**src/rtl/settings.sv**
```systemverilog
// Settings register bank: a read-only view of 16 constant ROM words merged with
// a writable RAM bank in one flat word address space; every RAM word is exported.
module settings #(
  parameter int unsigned MEMORY_WIDTH      = 32,
  parameter int unsigned ROM_MEMORY_LENGTH = 16,
  parameter int unsigned RAM_MEMORY_LENGTH = 16,
  localparam int unsigned ADDR_WIDTH       = $clog2(ROM_MEMORY_LENGTH + RAM_MEMORY_LENGTH)
) (
  input  logic                    clk,
  input  logic                    rstb,
  input  logic                    wen,
  input  logic [ADDR_WIDTH-1:0]   addr,
  input  logic [MEMORY_WIDTH-1:0] data_in,
  output logic [MEMORY_WIDTH-1:0] data_out,
  input  logic [MEMORY_WIDTH-1:0] rom_data_0,
  input  logic [MEMORY_WIDTH-1:0] rom_data_1,
  input  logic [MEMORY_WIDTH-1:0] rom_data_2,
  input  logic [MEMORY_WIDTH-1:0] rom_data_3,
  input  logic [MEMORY_WIDTH-1:0] rom_data_4,
  input  logic [MEMORY_WIDTH-1:0] rom_data_5,
  input  logic [MEMORY_WIDTH-1:0] rom_data_6,
  input  logic [MEMORY_WIDTH-1:0] rom_data_7,
  input  logic [MEMORY_WIDTH-1:0] rom_data_8,
  input  logic [MEMORY_WIDTH-1:0] rom_data_9,
  input  logic [MEMORY_WIDTH-1:0] rom_data_10,
  input  logic [MEMORY_WIDTH-1:0] rom_data_11,
  input  logic [MEMORY_WIDTH-1:0] rom_data_12,
  input  logic [MEMORY_WIDTH-1:0] rom_data_13,
  input  logic [MEMORY_WIDTH-1:0] rom_data_14,
  input  logic [MEMORY_WIDTH-1:0] rom_data_15,
  output logic [MEMORY_WIDTH-1:0] ram_data_out_0,
  output logic [MEMORY_WIDTH-1:0] ram_data_out_1,
  output logic [MEMORY_WIDTH-1:0] ram_data_out_2,
  output logic [MEMORY_WIDTH-1:0] ram_data_out_3,
  output logic [MEMORY_WIDTH-1:0] ram_data_out_4,
  output logic [MEMORY_WIDTH-1:0] ram_data_out_5,
  output logic [MEMORY_WIDTH-1:0] ram_data_out_6,
  output logic [MEMORY_WIDTH-1:0] ram_data_out_7,
  output logic [MEMORY_WIDTH-1:0] ram_data_out_8,
  output logic [MEMORY_WIDTH-1:0] ram_data_out_9,
  output logic [MEMORY_WIDTH-1:0] ram_data_out_10,
  output logic [MEMORY_WIDTH-1:0] ram_data_out_11,
  output logic [MEMORY_WIDTH-1:0] ram_data_out_12,
  output logic [MEMORY_WIDTH-1:0] ram_data_out_13,
  output logic [MEMORY_WIDTH-1:0] ram_data_out_14,
  output logic [MEMORY_WIDTH-1:0] ram_data_out_15
);

  localparam int unsigned EXPORT_PORTS = 16;

  logic [MEMORY_WIDTH-1:0] rom      [EXPORT_PORTS];
  logic [MEMORY_WIDTH-1:0] ram_q    [RAM_MEMORY_LENGTH];
  logic [MEMORY_WIDTH-1:0] ram_d    [RAM_MEMORY_LENGTH];
  logic [MEMORY_WIDTH-1:0] ram_exp  [EXPORT_PORTS];
  logic [MEMORY_WIDTH-1:0] rd_data;

  assign rom[0]  = rom_data_0;
  assign rom[1]  = rom_data_1;
  assign rom[2]  = rom_data_2;
  assign rom[3]  = rom_data_3;
  assign rom[4]  = rom_data_4;
  assign rom[5]  = rom_data_5;
  assign rom[6]  = rom_data_6;
  assign rom[7]  = rom_data_7;
  assign rom[8]  = rom_data_8;
  assign rom[9]  = rom_data_9;
  assign rom[10] = rom_data_10;
  assign rom[11] = rom_data_11;
  assign rom[12] = rom_data_12;
  assign rom[13] = rom_data_13;
  assign rom[14] = rom_data_14;
  assign rom[15] = rom_data_15;

  // Next RAM contents: only an address matching a RAM word is written, so ROM
  // and out-of-range addresses fall through with no state change.
  always_comb begin
    ram_d = ram_q;
    if (wen) begin
      for (int i = 0; i < int'(RAM_MEMORY_LENGTH); i++) begin
        if (addr == ADDR_WIDTH'(int'(ROM_MEMORY_LENGTH) + i)) begin
          ram_d[i] = data_in;
        end
      end
    end
  end

  // Reset wins over a write on the same edge.
  always_ff @(posedge clk) begin
    if (rstb) begin
      for (int i = 0; i < int'(RAM_MEMORY_LENGTH); i++) begin
        ram_q[i] <= '0;
      end
    end else begin
      ram_q <= ram_d;
    end
  end

  // Zero-latency read mux over the flat address space; unmapped reads return 0.
  always_comb begin
    rd_data = '0;
    for (int i = 0; i < int'(ROM_MEMORY_LENGTH); i++) begin
      if (addr == ADDR_WIDTH'(i)) begin
        rd_data = rom[i];
      end
    end
    for (int i = 0; i < int'(RAM_MEMORY_LENGTH); i++) begin
      if (addr == ADDR_WIDTH'(int'(ROM_MEMORY_LENGTH) + i)) begin
        rd_data = ram_q[i];
      end
    end
  end

  assign data_out = rd_data;

  // Exports beyond the configured RAM size are tied off.
  for (genvar n = 0; n < int'(EXPORT_PORTS); n++) begin : g_export
    if (n < int'(RAM_MEMORY_LENGTH)) begin : g_live
      assign ram_exp[n] = ram_q[n];
    end else begin : g_tie
      assign ram_exp[n] = '0;
    end
  end

  assign ram_data_out_0  = ram_exp[0];
  assign ram_data_out_1  = ram_exp[1];
  assign ram_data_out_2  = ram_exp[2];
  assign ram_data_out_3  = ram_exp[3];
  assign ram_data_out_4  = ram_exp[4];
  assign ram_data_out_5  = ram_exp[5];
  assign ram_data_out_6  = ram_exp[6];
  assign ram_data_out_7  = ram_exp[7];
  assign ram_data_out_8  = ram_exp[8];
  assign ram_data_out_9  = ram_exp[9];
  assign ram_data_out_10 = ram_exp[10];
  assign ram_data_out_11 = ram_exp[11];
  assign ram_data_out_12 = ram_exp[12];
  assign ram_data_out_13 = ram_exp[13];
  assign ram_data_out_14 = ram_exp[14];
  assign ram_data_out_15 = ram_exp[15];

endmodule

```
**config.mk**
```make
export PLATFORM = sky130hd
export DESIGN_NAME = settings
export DESIGN_NICKNAME = d
export VERILOG_FILES = /design/src/rtl/settings.sv
export SDC_FILE = /design/constraint.sdc
export NUM_CORES = 2
export LEC_CHECK = 0
export CAP_MARGIN = 20
export CORE_AREA = 2 2 429 431
export DETAILED_ROUTE_END_ITERATION = 12
export DIE_AREA = 0 0 431 433
export PLACE_DENSITY = 0.31
export SLEW_MARGIN = 10
export SYNTH_ARGS = -nofsm -noshare
export SYNTH_HDL_FRONTEND = slang
export SYNTH_SLANG_ARGS = --single-unit
```
**constraint.sdc**
```tcl
create_clock -name clk -period 2.65 [get_ports clk]
set_input_delay 0.3975 -clock clk [delete_from_list [all_inputs] [get_ports clk]]
set_output_delay 0.3975 -clock clk [all_outputs]
set_load 0.005 [all_outputs]
```
Yosys cells after proc, flatten, opt, wreduce, memory -nomap -nowiden --
Cells that the tools add are included.
Cells by class: eq/ne operators 31, multiplexer cells 32, reduce and logical (&&, ||, !) cells 17
Operators by type and width (count):
- $mux 32 | 32
- $eq 5x5->1 const B | 16
- $eq 5x4->1 const B | 8
- $reduce_and 2->1 | 16
- $eq 5x3->1 const B | 4
- $eq 5x2->1 const B | 2
- $eq 5x1->1 const B | 1
- $logic_not 5->1 | 1
Storage, ports and cells: register bits 512, input port bits 552, logic and storage cells 96

Depth between registers and ports, before layout --
depth after elaboration 33, gate-level depth with buffers 12

Worst setup path after synthesis --
OpenSTA, ideal clock, no wires.
path kind input port to output port, from in addr[4], to out data_out[29], arrival time 2.081 ns, path slack 0.172 ns, stages on the path 8, path buffers 2, cells stage by stage buf_4 -> buf_4 -> nor3b_4 -> nand2_2 -> o22a_1 -> a221oi_2 -> nor4b_1 -> or3_1
On the way: longest elaborated chain between the ends 33, elaborated cells between the ends (all ways) 64, classes of those cells eq/ne (31); mux (32); reduce/logical (1)
Ends and longest elaborated chain:
- from (decl) | line 12 | input logic [ADDR_WIDTH-1:0] addr,
- $logic_not 5->1 | line 102 | if (addr == ADDR_WIDTH'(i)) begin
- $mux 32 (16 in series) | line 102
- $mux 32 (15 in series) | line 107 | if (addr == ADDR_WIDTH'(int'(ROM_MEMORY_LENGTH) + i)) begin
- $mux 32 * | line 107
- to (decl) | line 14 | output logic [MEMORY_WIDTH-1:0] data_out,
Every way passes the cells marked *; elsewhere a longest branch is shown, timed or not.

Worst setup path in the final report --
from in addr[2], to out data_out[11]
The elaborated chain is that of the path after synthesis.

==> PnR_summary.wiki <==
{| class="wikitable"
! Metric !! Value
|-
| Outcome || finished with violations
|-
| Violated checks || setup timing
|-
| Number of register bits inferred by synthesis || 512
|-
| Transition at the pin with the smallest max-transition slack || 0.9127 ns
|-
| DR vias/cell || 4.833
|-
| Required time of the worst setup path || 2.25 ns
|-
| Xor-xnor portion of the synthesized cell area || 0%
|-
| Cell at the root of the clock tree || sky130_fd_sc_hd__clkbuf_16
|-
| Count of vias placed by the detailed router || 39320
|-
| Area enclosed by the die boundary || 186600 um2
|-
| Core ar. || 182100 um2
|-
| Tcrit/Tclk final || 128.4%
|-
| DRT antenna net count || 0
|-
| Crit path capture type || output port
|-
| Reg2Reg Depth || 2
|-
| Worst-skew pair later-pin latency || 0.69 ns
|-
| Multi-input gate area || 18370 um2
|-
| H-tree depth || 3
|-
| Synthesized netlist cell count || 3884
|-
| Simple-gate share of the synthesized area || 22.36%
|-
| Layout cells sized above 1 || 27.56%
|-
| Crit-path max FO || 6
|-
| Minimum setup slack among reg-to-reg paths || 1.66 ns
|-
| Area leader, netlist || sky130_fd_sc_hd__dfxtp_1
|-
| Clock transition at the register clock pins on the worst setup and hold paths after CTS || 0.06 ns
|-
| Global routing usage summed across all routing layers || 32.93%
|-
| Hold crit path type || primary input to flip-flop
|-
| Cell area after layout || 54810 um2
|-
| Mean cell area of the mapped netlist || 7.117 um2
|-
| Number of nets in the layout || 6193
|-
| Layout Skew || 0 ns
|-
| Final setup violating endpoints || 32
|-
| Timing-limited maximum frequency || 294.0 MHz
|-
| Delay of the slowest critical-path stage || 0.75 ns
|-
| Worst Path Buf+Inv || 6
|-
| Power consumption || 23.29 mW
|-
| Worst setup path class || primary input to output port
|-
| Hold Slack || 0.1398 ns
|-
| Static Leakage || 19.79 nW
|-
| Family with the most delay on the worst path || compound AO/OA/AOI/OAI gates
|-
| CTS Sinks || 512
|-
| Count of input and output buffers || 1095
|-
| Hold path cells || 2
|-
| Most repeated cell in the gate-level netlist after synthesis || sky130_fd_sc_hd__nand2_1
|-
| HPWL after detailed placement || 260800 um
|-
| Number of enable-type register cells in the synthesized netlist || 0
|-
| Chip height || 433 um
|-
| Area after DPL || 47680 um2
|-
| Number of max-cap violations || 0
|-
| Sum of negative setup slack || -16.05 ns
|-
| Largest net degree at the start of global routing || 69
|-
| Final setup margin || -0.7519 ns
|-
| Area overhead of the layout relative to synthesis || 98.25%
|-
| Mux cell area share after synthesis || 6.246%
|-
| Number of max-slew violations in the final report || 0
|-
| Portion of the post-synthesis area used by sequential elements || 37.08%
|-
| CP Launch Type || primary input
|-
| Top cell type's share of synthesized area || 37.08%
|-
| Max rail drop VDD || 504.7 uV
|-
| Starting density of the core || 15.18%
|-
| Initial antenna violation count || 98
|-
| Post-synthesis share of cell area spent on full adders, half adders and majority gates || 0%
|-
| Number of global-route vias before repair || 38710
|-
| Depth of the critical timing path with buffers and inverters included || 13
|-
| Per-cell routed wire length || 39.54 um
|-
| Buffer levels on the longest clock path || 3
|-
| Detailed-router iteration count before antenna repair || 6
|-
| Core Util, Final || 30.10%
|-
| Unrepaired setup endpoints after global routing || true
|-
| CTS tree || yes
|-
| Most common library cells after synthesis || 1174 x sky130_fd_sc_hd__nand2_1, 715 x sky130_fd_sc_hd__a21oi_1, 512 x sky130_fd_sc_hd__dfxtp_1
|-
| CP dominant cell by count || sky130_fd_sc_hd__buf_4
|-
| Hold Violations, Final || 0
|-
| Compound-Gate Fraction of Synth Area || 27.79%
|-
| Yosys cell types || 80
|-
| FILL cells || 19700
|-
| Final weighted congestion of routability-driven global placement || 0.9649
|-
| Horizontal die dimension || 431 um
|-
| Cells taking the most area after synthesis || sky130_fd_sc_hd__dfxtp_1 37%, sky130_fd_sc_hd__nand2_1 16%, sky130_fd_sc_hd__a21oi_1 13%
|-
| Ports || 1096
|-
| Wirelength, routed || 321700 um
|-
| Largest family of logic cells by synthesized area || compound AO/OA/AOI/OAI gates
|-
| Initial DRC count || 3420
|-
| First-pass GRT wire length || 403500 um
|-
| Area of the mapped netlist || 27640 um2
|-
| DRC violation count after routing || 0
|-
| Cell at the slowest stage of the critical path || sky130_fd_sc_hd__o211ai_1
|-
| Global route overflow || 0
|-
| # rows || 157
|-
| Power Density || 425.0 nW/um2
|-
| Relative slew slack || 38.89%
|-
| Arrival @ worst endpoint || 3.00 ns
|-
| Post-Syn Nets || 4436
|-
| Critical-path cell list || buf_16 > buf_8 > buf_4 > nor2b_4 > buf_4 > a21oi_2 > nor2_2 > a211oi_2 > o211ai_1 > a211oi_2 > buf_4 > o2bb2ai_4 > buf_2
|-
| Commonest register cell after synthesis || sky130_fd_sc_hd__dfxtp_1
|-
| Area used by sequential logic in the layout || 10260 um2
|-
| Proportion of synthesized flip-flops having asynchronous set or reset || 0%
|-
| Tmin final || 3.402 ns
|-
| TritonCTS Buffers || 68
|-
| Count of warnings emitted by yosys || 0
|}
-- logic make-up (layout without fill, tap and decap cells) --
group / count (synthesis) / in the layout
mux: 143 / 143
flops: 512 / 512
compound gates: 1302 / 1302
buf+inv: 413 / 2222
simple gates: 1514 / 1514
other cells: 0 / 57
-- report_power, final --
part / internal, mW / switching (mW) / total, mW / leakage (nW)
sequential: 7.75 / 0.0727 / 7.82 / 4.13
combinational: 2.57 / 3.21 / 5.78 / 14.6
clock: 5.50 / 4.19 / 9.69 / 1.09
total: 15.8 / 7.47 / 23.3 / 19.8
-- final timing paths --
| kind | to | startpoint |
|---|---|---|
| max | data_out[11] | addr[2] |
| min | ram_data_out_0[16] | rstb |
| max reg2reg | ram_data_out_10[28] | ram_data_out_10[28] |
| min reg2reg | ram_data_out_6[16] | ram_data_out_6[16] |
-- layer usage --
layer | GRT usage [%] | part of all wire, % | up-vias
li1 | - | - | 17220
met1 | 33.33 | 35 | 19760
met2 | 60.32 | 51 | 1743
met3 | 5.329 | 5.2 | 584
met4 | 25.46 | 8.7 | 6
met5 | 0 | 0.011 | -
-- cell usage in the layout (no fill, tap or decap), types with 25 or more instances in the layout --
cell / synthesis / final
sky130_fd_sc_hd__a21oi_1: 715 / 677
sky130_fd_sc_hd__a21oi_2: 1 / 28
sky130_fd_sc_hd__a22oi_1: 42 / 27
sky130_fd_sc_hd__buf_12: 0 / 121
sky130_fd_sc_hd__buf_4: 25 / 717
sky130_fd_sc_hd__buf_6: 5 / 137
sky130_fd_sc_hd__buf_8: 0 / 25
sky130_fd_sc_hd__clkbuf_16: 0 / 70
sky130_fd_sc_hd__clkdlybuf4s50_1: 0 / 1044
sky130_fd_sc_hd__dfxtp_1: 512 / 504
sky130_fd_sc_hd__diode_2: 0 / 57
sky130_fd_sc_hd__mux2i_1: 96 / 90
sky130_fd_sc_hd__nand2_1: 1174 / 1145
sky130_fd_sc_hd__nor2_1: 151 / 119
sky130_fd_sc_hd__nor2_4: 0 / 26
sky130_fd_sc_hd__nor3_1: 38 / 28
sky130_fd_sc_hd__o21ai_0: 172 / 117
sky130_fd_sc_hd__o21ai_1: 7 / 29
sky130_fd_sc_hd__o22ai_1: 77 / 63
-- worst reg2reg max path, stage by stage, from the launching register on --
cell and delay [ns]:
sky130_fd_sc_hd__dfxtp_1 0.66, sky130_fd_sc_hd__nand2_1 0.10, sky130_fd_sc_hd__a21oi_1 0.17
-- layout make-up --
class | count | share of cell area [%]
well taps | 2385 | 5.445
clock inverters | 21 | 0.5160
flip-flops and latches | 512 | 18.73
diodes | 57 | 0.2603
clock buffers | 101 | 3.532
multi-input cells | 2959 | 33.51
repair buffers | 2087 | 37.90
inverters | 13 | 0.09817
-- metrics by stage --
| step | std cells | setup WS (ns) |
|---|---|---|
| global placement | 7831 | -2.164 |
| detailed placement | 7832 | -2.198 |
| floorplan | 3884 | 0.1715 |
| finish | 8135 | -0.7519 |
| global route | 8125 | -0.6734 |
| CTS | 8048 | -0.6977 |
-- what timing repair did --
item,4_1_cts,5_1_grt
setup buffers,110,53
gates resized for setup,705,232
pin swaps,174,140
hold buffers,0,0
gates cloned,6,2
endpoints found under the setup margin,32,32
Note: power is estimated with default switching activity, not from simulation.
